File: src/rtl/imem_loader.sv
// imem_loader: writer side of the core's instruction memory.
// A byte stream carrying a 16-bit little-endian word count and then little-endian
// instruction words is written into an internal word array. The core is held in
// reset until the load completes. After that, the array serves registered reads
// addressed by the core PC with one cycle of latency.
// Optional feature: define LOADER_CHECKSUM_EN to require an XOR trailer byte
// after the data. A wrong trailer sends the loader to the error state.
module imem_loader #(
  parameter int N_WORDS = 21,
  parameter int CNT_W   = 16
) (
  input  logic        clk,
  input  logic        rst,
  input  logic        start_i,
  input  logic [7:0]  byte_i,
  input  logic        byte_valid_i,
  output logic        byte_ready_o,
  input  logic [31:0] pc_i,
  output logic [31:0] inst_o,
  output logic        core_rst_n_o,
  output logic        done_o,
  output logic        err_o
);

  localparam int          AW  = (N_WORDS > 1) ? $clog2(N_WORDS) : 1;
  localparam logic [31:0] NOP = 32'h0000_0013;

`ifdef LOADER_CHECKSUM_EN
  typedef enum logic [2:0] {IDLE, HDR0, HDR1, DATA, CSUM, DONE, ERR} state_t;
`else
  typedef enum logic [2:0] {IDLE, HDR0, HDR1, DATA, DONE, ERR} state_t;
`endif

  state_t             state;
  state_t             next_state;
  logic [CNT_W-1:0]   len_q;
  logic [CNT_W-1:0]   word_idx;
  logic [1:0]         byte_cnt;
  logic [23:0]        word_buf;
  logic [31:0]        mem [N_WORDS];
`ifdef LOADER_CHECKSUM_EN
  logic [7:0]         xor_q;
`endif

  logic               xfer;
  logic [CNT_W-1:0]   hdr_len;
  logic               last_word;
  logic               mem_we;
  logic [AW-1:0]      wr_idx;
  logic [AW-1:0]      rd_idx;
  logic [31:0]        pc_word;
  logic               rd_hit;

  // Handshake qualifiers, next-state decode and the read-hit condition.
  always_comb begin
    xfer       = byte_valid_i && byte_ready_o;
    hdr_len    = CNT_W'({byte_i, len_q[7:0]});
    last_word  = ((word_idx + CNT_W'(1)) == len_q);
    mem_we     = (state == DATA) && xfer && !start_i && (byte_cnt == 2'd3);
    wr_idx     = word_idx[AW-1:0];
    pc_word    = {2'b00, pc_i[31:2]};
    rd_idx     = pc_i[AW+1:2];
    rd_hit     = (state == DONE) && (pc_word < 32'(len_q)) && (pc_word < 32'(N_WORDS));
    next_state = state;
    if (start_i) begin
      next_state = HDR0;
    end else begin
      case (state)
        HDR0: if (xfer) next_state = HDR1;
        HDR1: begin
          if (xfer) begin
            if (hdr_len == '0) begin
`ifdef LOADER_CHECKSUM_EN
              next_state = CSUM;
`else
              next_state = DONE;
`endif
            end else if (hdr_len > CNT_W'(N_WORDS)) begin
              next_state = ERR;
            end else begin
              next_state = DATA;
            end
          end
        end
        DATA: begin
          if (xfer && (byte_cnt == 2'd3) && last_word) begin
`ifdef LOADER_CHECKSUM_EN
            next_state = CSUM;
`else
            next_state = DONE;
`endif
          end
        end
`ifdef LOADER_CHECKSUM_EN
        CSUM: if (xfer) next_state = (byte_i == xor_q) ? DONE : ERR;
`endif
        default: next_state = state;
      endcase
    end
  end

  // FSM state, session counters, registered status outputs and the read port.
  always_ff @(posedge clk or negedge rst) begin
    if (!rst) begin
      state        <= IDLE;
      byte_ready_o <= 1'b0;
      core_rst_n_o <= 1'b0;
      done_o       <= 1'b0;
      err_o        <= 1'b0;
      inst_o       <= NOP;
      len_q        <= '0;
      word_idx     <= '0;
      byte_cnt     <= 2'd0;
      word_buf     <= 24'd0;
`ifdef LOADER_CHECKSUM_EN
      xor_q        <= 8'd0;
`endif
    end else begin
      state        <= next_state;
`ifdef LOADER_CHECKSUM_EN
      byte_ready_o <= (next_state == HDR0) || (next_state == HDR1) ||
                      (next_state == DATA) || (next_state == CSUM);
`else
      byte_ready_o <= (next_state == HDR0) || (next_state == HDR1) ||
                      (next_state == DATA);
`endif
      done_o       <= (next_state == DONE);
      err_o        <= (next_state == ERR);
      core_rst_n_o <= (next_state == DONE);
      inst_o       <= rd_hit ? mem[rd_idx] : NOP;

      if (start_i) begin
        len_q    <= '0;
        word_idx <= '0;
        byte_cnt <= 2'd0;
`ifdef LOADER_CHECKSUM_EN
        xor_q    <= 8'd0;
`endif
      end else if (xfer) begin
        case (state)
          HDR0: len_q[7:0] <= byte_i;
          HDR1: len_q      <= hdr_len;
          DATA: begin
            byte_cnt <= byte_cnt + 2'd1;
`ifdef LOADER_CHECKSUM_EN
            xor_q    <= xor_q ^ byte_i;
`endif
            case (byte_cnt)
              2'd0:    word_buf[7:0]   <= byte_i;
              2'd1:    word_buf[15:8]  <= byte_i;
              2'd2:    word_buf[23:16] <= byte_i;
              default: word_idx        <= word_idx + CNT_W'(1);
            endcase
          end
          default: ;
        endcase
      end
    end
  end

  // Storage write: the completed little-endian word lands on its fourth byte.
  always_ff @(posedge clk) begin
    if (mem_we) mem[wr_idx] <= {byte_i, word_buf};
  end

endmodule
File: config.mk
export PLATFORM = sky130hd
export DESIGN_NAME = imem_loader
export DESIGN_NICKNAME = d
export VERILOG_FILES = /design/src/rtl/imem_loader.sv
export SDC_FILE = /design/constraint.sdc
export NUM_CORES = 1
export LEC_CHECK = 0
export BUFFER_PORTS_ARGS = -buffer_cell sky130_fd_sc_hd__buf_2
export CAP_MARGIN = 20
export CORE_MARGIN = 4
export CORE_UTILIZATION = 56
export CTS_CLUSTER_DIAMETER = 150
export DETAILED_ROUTE_END_ITERATION = 10
export PLACE_DENSITY = 0.76
export REMOVE_ABC_BUFFERS = 1
export SETUP_SLACK_MARGIN = 0.4
export SKIP_LAST_GASP = 1
export SLEW_MARGIN = 15
export SYNTH_ARGS = -nofsm -noshare
export SYNTH_HDL_FRONTEND = slang
export SYNTH_SLANG_ARGS = --single-unit
File: constraint.sdc
create_clock -name clk -period 2.9 [get_ports clk]
set_input_delay 0.145 -clock clk [delete_from_list [all_inputs] [get_ports clk]]
set_output_delay 0.145 -clock clk [all_outputs]
set_load 0.05 [all_outputs]
==> run summary <==
The launch point of the worst hold path is byte_i[1]. Dividing total power by cell area gives a power density of 683.9 nW/um^2. The count of vias placed by the detailed router came out at 15,490. The total overflow left after global routing is 0.

At the end of routability-driven placement, the weighted congestion stood at 0.8831. The floorplan has 85 rows. Setup repair after global routing could not meet its margin everywhere. Setup violations remaining at the end of the flow were counted as 0. In this run, placement finished with an instance count of 2,255. The post-route worst setup slack is 427.8 ps. IR analysis of the VDD net gives a maximum drop of 0.5744 mV. The clock transition at the registers of the reported paths came out at 60 ps. In the routed design, unresolved DRC markers number 0. The final number of hold-violating endpoints is 0. Among all cell types in the netlist, the one instantiated most often is sky130_fd_sc_hd__edfxtp_1. The share of the clock period used by the worst path came out at 0.8525.

The number of violations of the max-capacitance limit came out at 0. The cell sitting at the root of the clock tree is a sky130_fd_sc_hd__clkbuf_16. The synthesis warning total came out at 0.

The fmax came out at 404.5 MHz. STA puts the critical path data required time at 3210 ps. STA classifies the critical path startpoint as a flip-flop.

The number of global-route vias before repair came to 16,280. The depth of the worst register-to-register path came out at 6. Relative to the synthesized area, the layout overhead comes to 15.93%.

The area inside the core boundary is 53,810 um^2. The overall die width came out at 241.3 um. The layout net count came out at 1,718. The number of levels the H-tree was split into is 3.

In this run the cell area of the synthesized design comes to 30,480 um^2. Counting flops with a built-in enable in the synthesized netlist gives 672. The largest total area in the synthesized netlist belongs to sky130_fd_sc_hd__edfxtp_1.

The vertical extent of the die is 241.3 um. The total negative slack is 0 ps. The flow ran to the end, and the final reports show no timing, DRC or antenna violations. The worst register-to-register path ends at mem[2][22]. For this design, the sink count on the clock tree is 768.

The clock insertion delay at the later pin of the skew report came out at 620 ps. The synthesis-stage register bit count is 768. TritonCTS created 77 clock buffers. The relative slew slack came out at 0.5099. The antenna violation net count after detailed routing came out at 0. The commonest cells after synthesis are 672 x sky130_fd_sc_hd__edfxtp_1, 192 x sky130_fd_sc_hd__mux4_2, 99 x sky130_fd_sc_hd__nor2_1. For the finished layout, the period the worst path requires is 2472 ps.

The worst setup path is captured at a flip-flop. Along the worst path, the maximum fanout reaches 14. The number of cells on the worst hold path came out at 1. The count of buffers added on input and output ports is 77. The tightest min-delay check is of the input pin to flip-flop type. In the synthesized netlist the async set-or-reset flop fraction comes to 0.1250. The count of placed standard cells in the final layout, fillers left out came out at 2,410. The share of final-layout standard cells stronger than drive strength 1 came out at 0.3337. The clock skew after layout came out at 14.26 ps. Among all flip-flop cells after synthesis, the most frequent one is sky130_fd_sc_hd__edfxtp_1. The top cell type's share of synthesized area came out at 0.6621.

The initial utilization of the core area, before any placement, comes to 0.5664. The critical path is of the flip-flop to flip-flop type. The reported leakage power came out at 0.01171 uW. For this run, the register share of the synthesized area comes to 0.7410. Summed over all nets, the half-perimeter wirelength after detailed placement is 39,710 um. The die area is 58,220 um^2.

The number of detailed-routing iterations run before antenna repair came out at 5. The clock tree from TritonCTS is done. The detail-routed via count per cell came out at 6.427. The boundary pin count is 80. The detailed router finished its first iteration with 1,852 violations. The sum of routed wire length over all layers came out at 72,180 um. The global routing usage summed across all routing layers came out at 0.2561.

Counting every instance in the synthesized netlist gives 1,479. The slew of the pin with the lowest slew margin came out at 735.1 ps. The count of different cell masters after synthesis is 58. Hold is met by 69.68 ps.

The final routed wire length divided by cell count is 29.95 um. After synthesis, the cell types taking the most area are sky130_fd_sc_hd__edfxtp_1 66%, sky130_fd_sc_hd__mux4_2 14%, sky130_fd_sc_hd__dfrtp_1 7.6%. The source of the worst register-to-register timing path is byte_ready_o. The first global-routing pass estimated 107,800 um of wire. The data arrival time at the worst-slack endpoint is 2780 ps. The path with the worst hold slack has its endpoint at mem[18][25]. OpenSTA, run right after detailed placement, puts the worst setup slack at 293.9 ps. The clock tree buffer depth came out at 3. Power comes to 24,160 uW. The repair_antennas step left the layout with diodes totalling 0.

The minimum setup slack among reg-to-reg paths came out at 430 ps. The initial antenna violation count is 2. The pin count of the biggest net entering global routing came out at 72. The synthesized area per cell is 20.61 um^2. The final count of pins violating max slew came out at 0.
[metal layers]
| layer | part of all wire | GRT usage |
|---|---|---|
| met1 | 0.38 | 0.3595 |
| met3 | 0.096 | 0.05055 |
| met2 | 0.50 | 0.4238 |
| met5 | 0 | 0 |
| met4 | 0.023 | 0.06677 |
[timing repair]
item | CTS | global route
pin swaps | 1 | 3
hold buffers | 1 | 0
setup buffers | 3 | 8
cloned | 0 | 0
endpoints found under the hold margin | 34 | 0
gates resized for setup | 4 | 16
setup endpoints to repair | 83 | 27
[cell usage in the layout (no fill, tap or decap), types with 22 or more instances in the layout]
cell type,count
sky130_fd_sc_hd__buf_12,34
sky130_fd_sc_hd__buf_2,72
sky130_fd_sc_hd__buf_4,62
sky130_fd_sc_hd__clkbuf_1,24
sky130_fd_sc_hd__clkbuf_16,79
sky130_fd_sc_hd__dfrtp_1,87
sky130_fd_sc_hd__edfxtp_1,672
sky130_fd_sc_hd__ha_1,23
sky130_fd_sc_hd__inv_1,25
sky130_fd_sc_hd__mux2_2,24
sky130_fd_sc_hd__mux2i_1,50
sky130_fd_sc_hd__mux4_2,192
sky130_fd_sc_hd__nor2_1,78
sky130_fd_sc_hd__nor2_4,22
[area by class of cell]
class / count / area (um^2)
Fill cell: 3351 / 18480
Multi-Input combinational cell: 606 / 7655
Tap cell: 696 / 870.8
Timing Repair Buffer: 172 / 1570
Clock inverter: 31 / 360.3
Inverter: 25 / 93.84
Sequential cell: 768 / 22590
Clock buffer: 112 / 2191
[power breakdown]
group	switching, uW	internal [uW]	total [uW]
combinational	661	536	1200
clock	4110	5910	10000
sequential	458	12500	12900
[worst max-delay path, cell delays in order, from the launching register on]
cell	delay (ps)
sky130_fd_sc_hd__dfrtp_1	490
sky130_fd_sc_hd__nand2_1	260
sky130_fd_sc_hd__nor3_2	300
sky130_fd_sc_hd__nand3_1	280
sky130_fd_sc_hd__buf_4	260
sky130_fd_sc_hd__nor2_4	340
sky130_fd_sc_hd__buf_12	230
[logic make-up after synthesis]
kind of cell / after synthesis / synth area share
flops: 768 / 0.7410
mux: 266 / 0.1672
simple gates: 208 / 0.03325
buf+inv: 105 / 0.01646
compound gates: 75 / 0.02254
xor+xnor: 33 / 0.009729
fa+ha+maj: 24 / 0.009852
[per-stage QoR]
step,util,cell area [um^2]
finish,0.6566,35330
global route,0.6566,35330
CTS,0.6544,35210
detailed placement,0.6059,32600
global placement,0.6053,32580
floorplan,-,30070
[worst max path at each step]
stage	end	cells past startpoint	slack (ps)	from
final	mem[2][22]	6	430	byte_ready_o
after global routing	mem[20][26]	7	380	byte_ready_o
after CTS	byte_ready_o	8	400	word_idx[0]
after detailed placement	byte_ready_o	8	290	word_idx[0]
after global placement	inst_o[14]	9	90	len_q[7]
after floorplan	inst_o[10]	8	-650	len_q[7]
[registers in the layout (all words and copies together) (netlist names)]
| name | count |
|---|---|
| err_o | 1 |
| byte_ready_o | 1 |
| inst_o | 32 |
| done_o | 1 |
| byte_cnt | 2 |
| state | 3 |
| mem | 672 |
| word_idx | 16 |
| len_q | 16 |
| word_buf | 24 |
No activity file was read; power rests on OpenSTA's default activity.
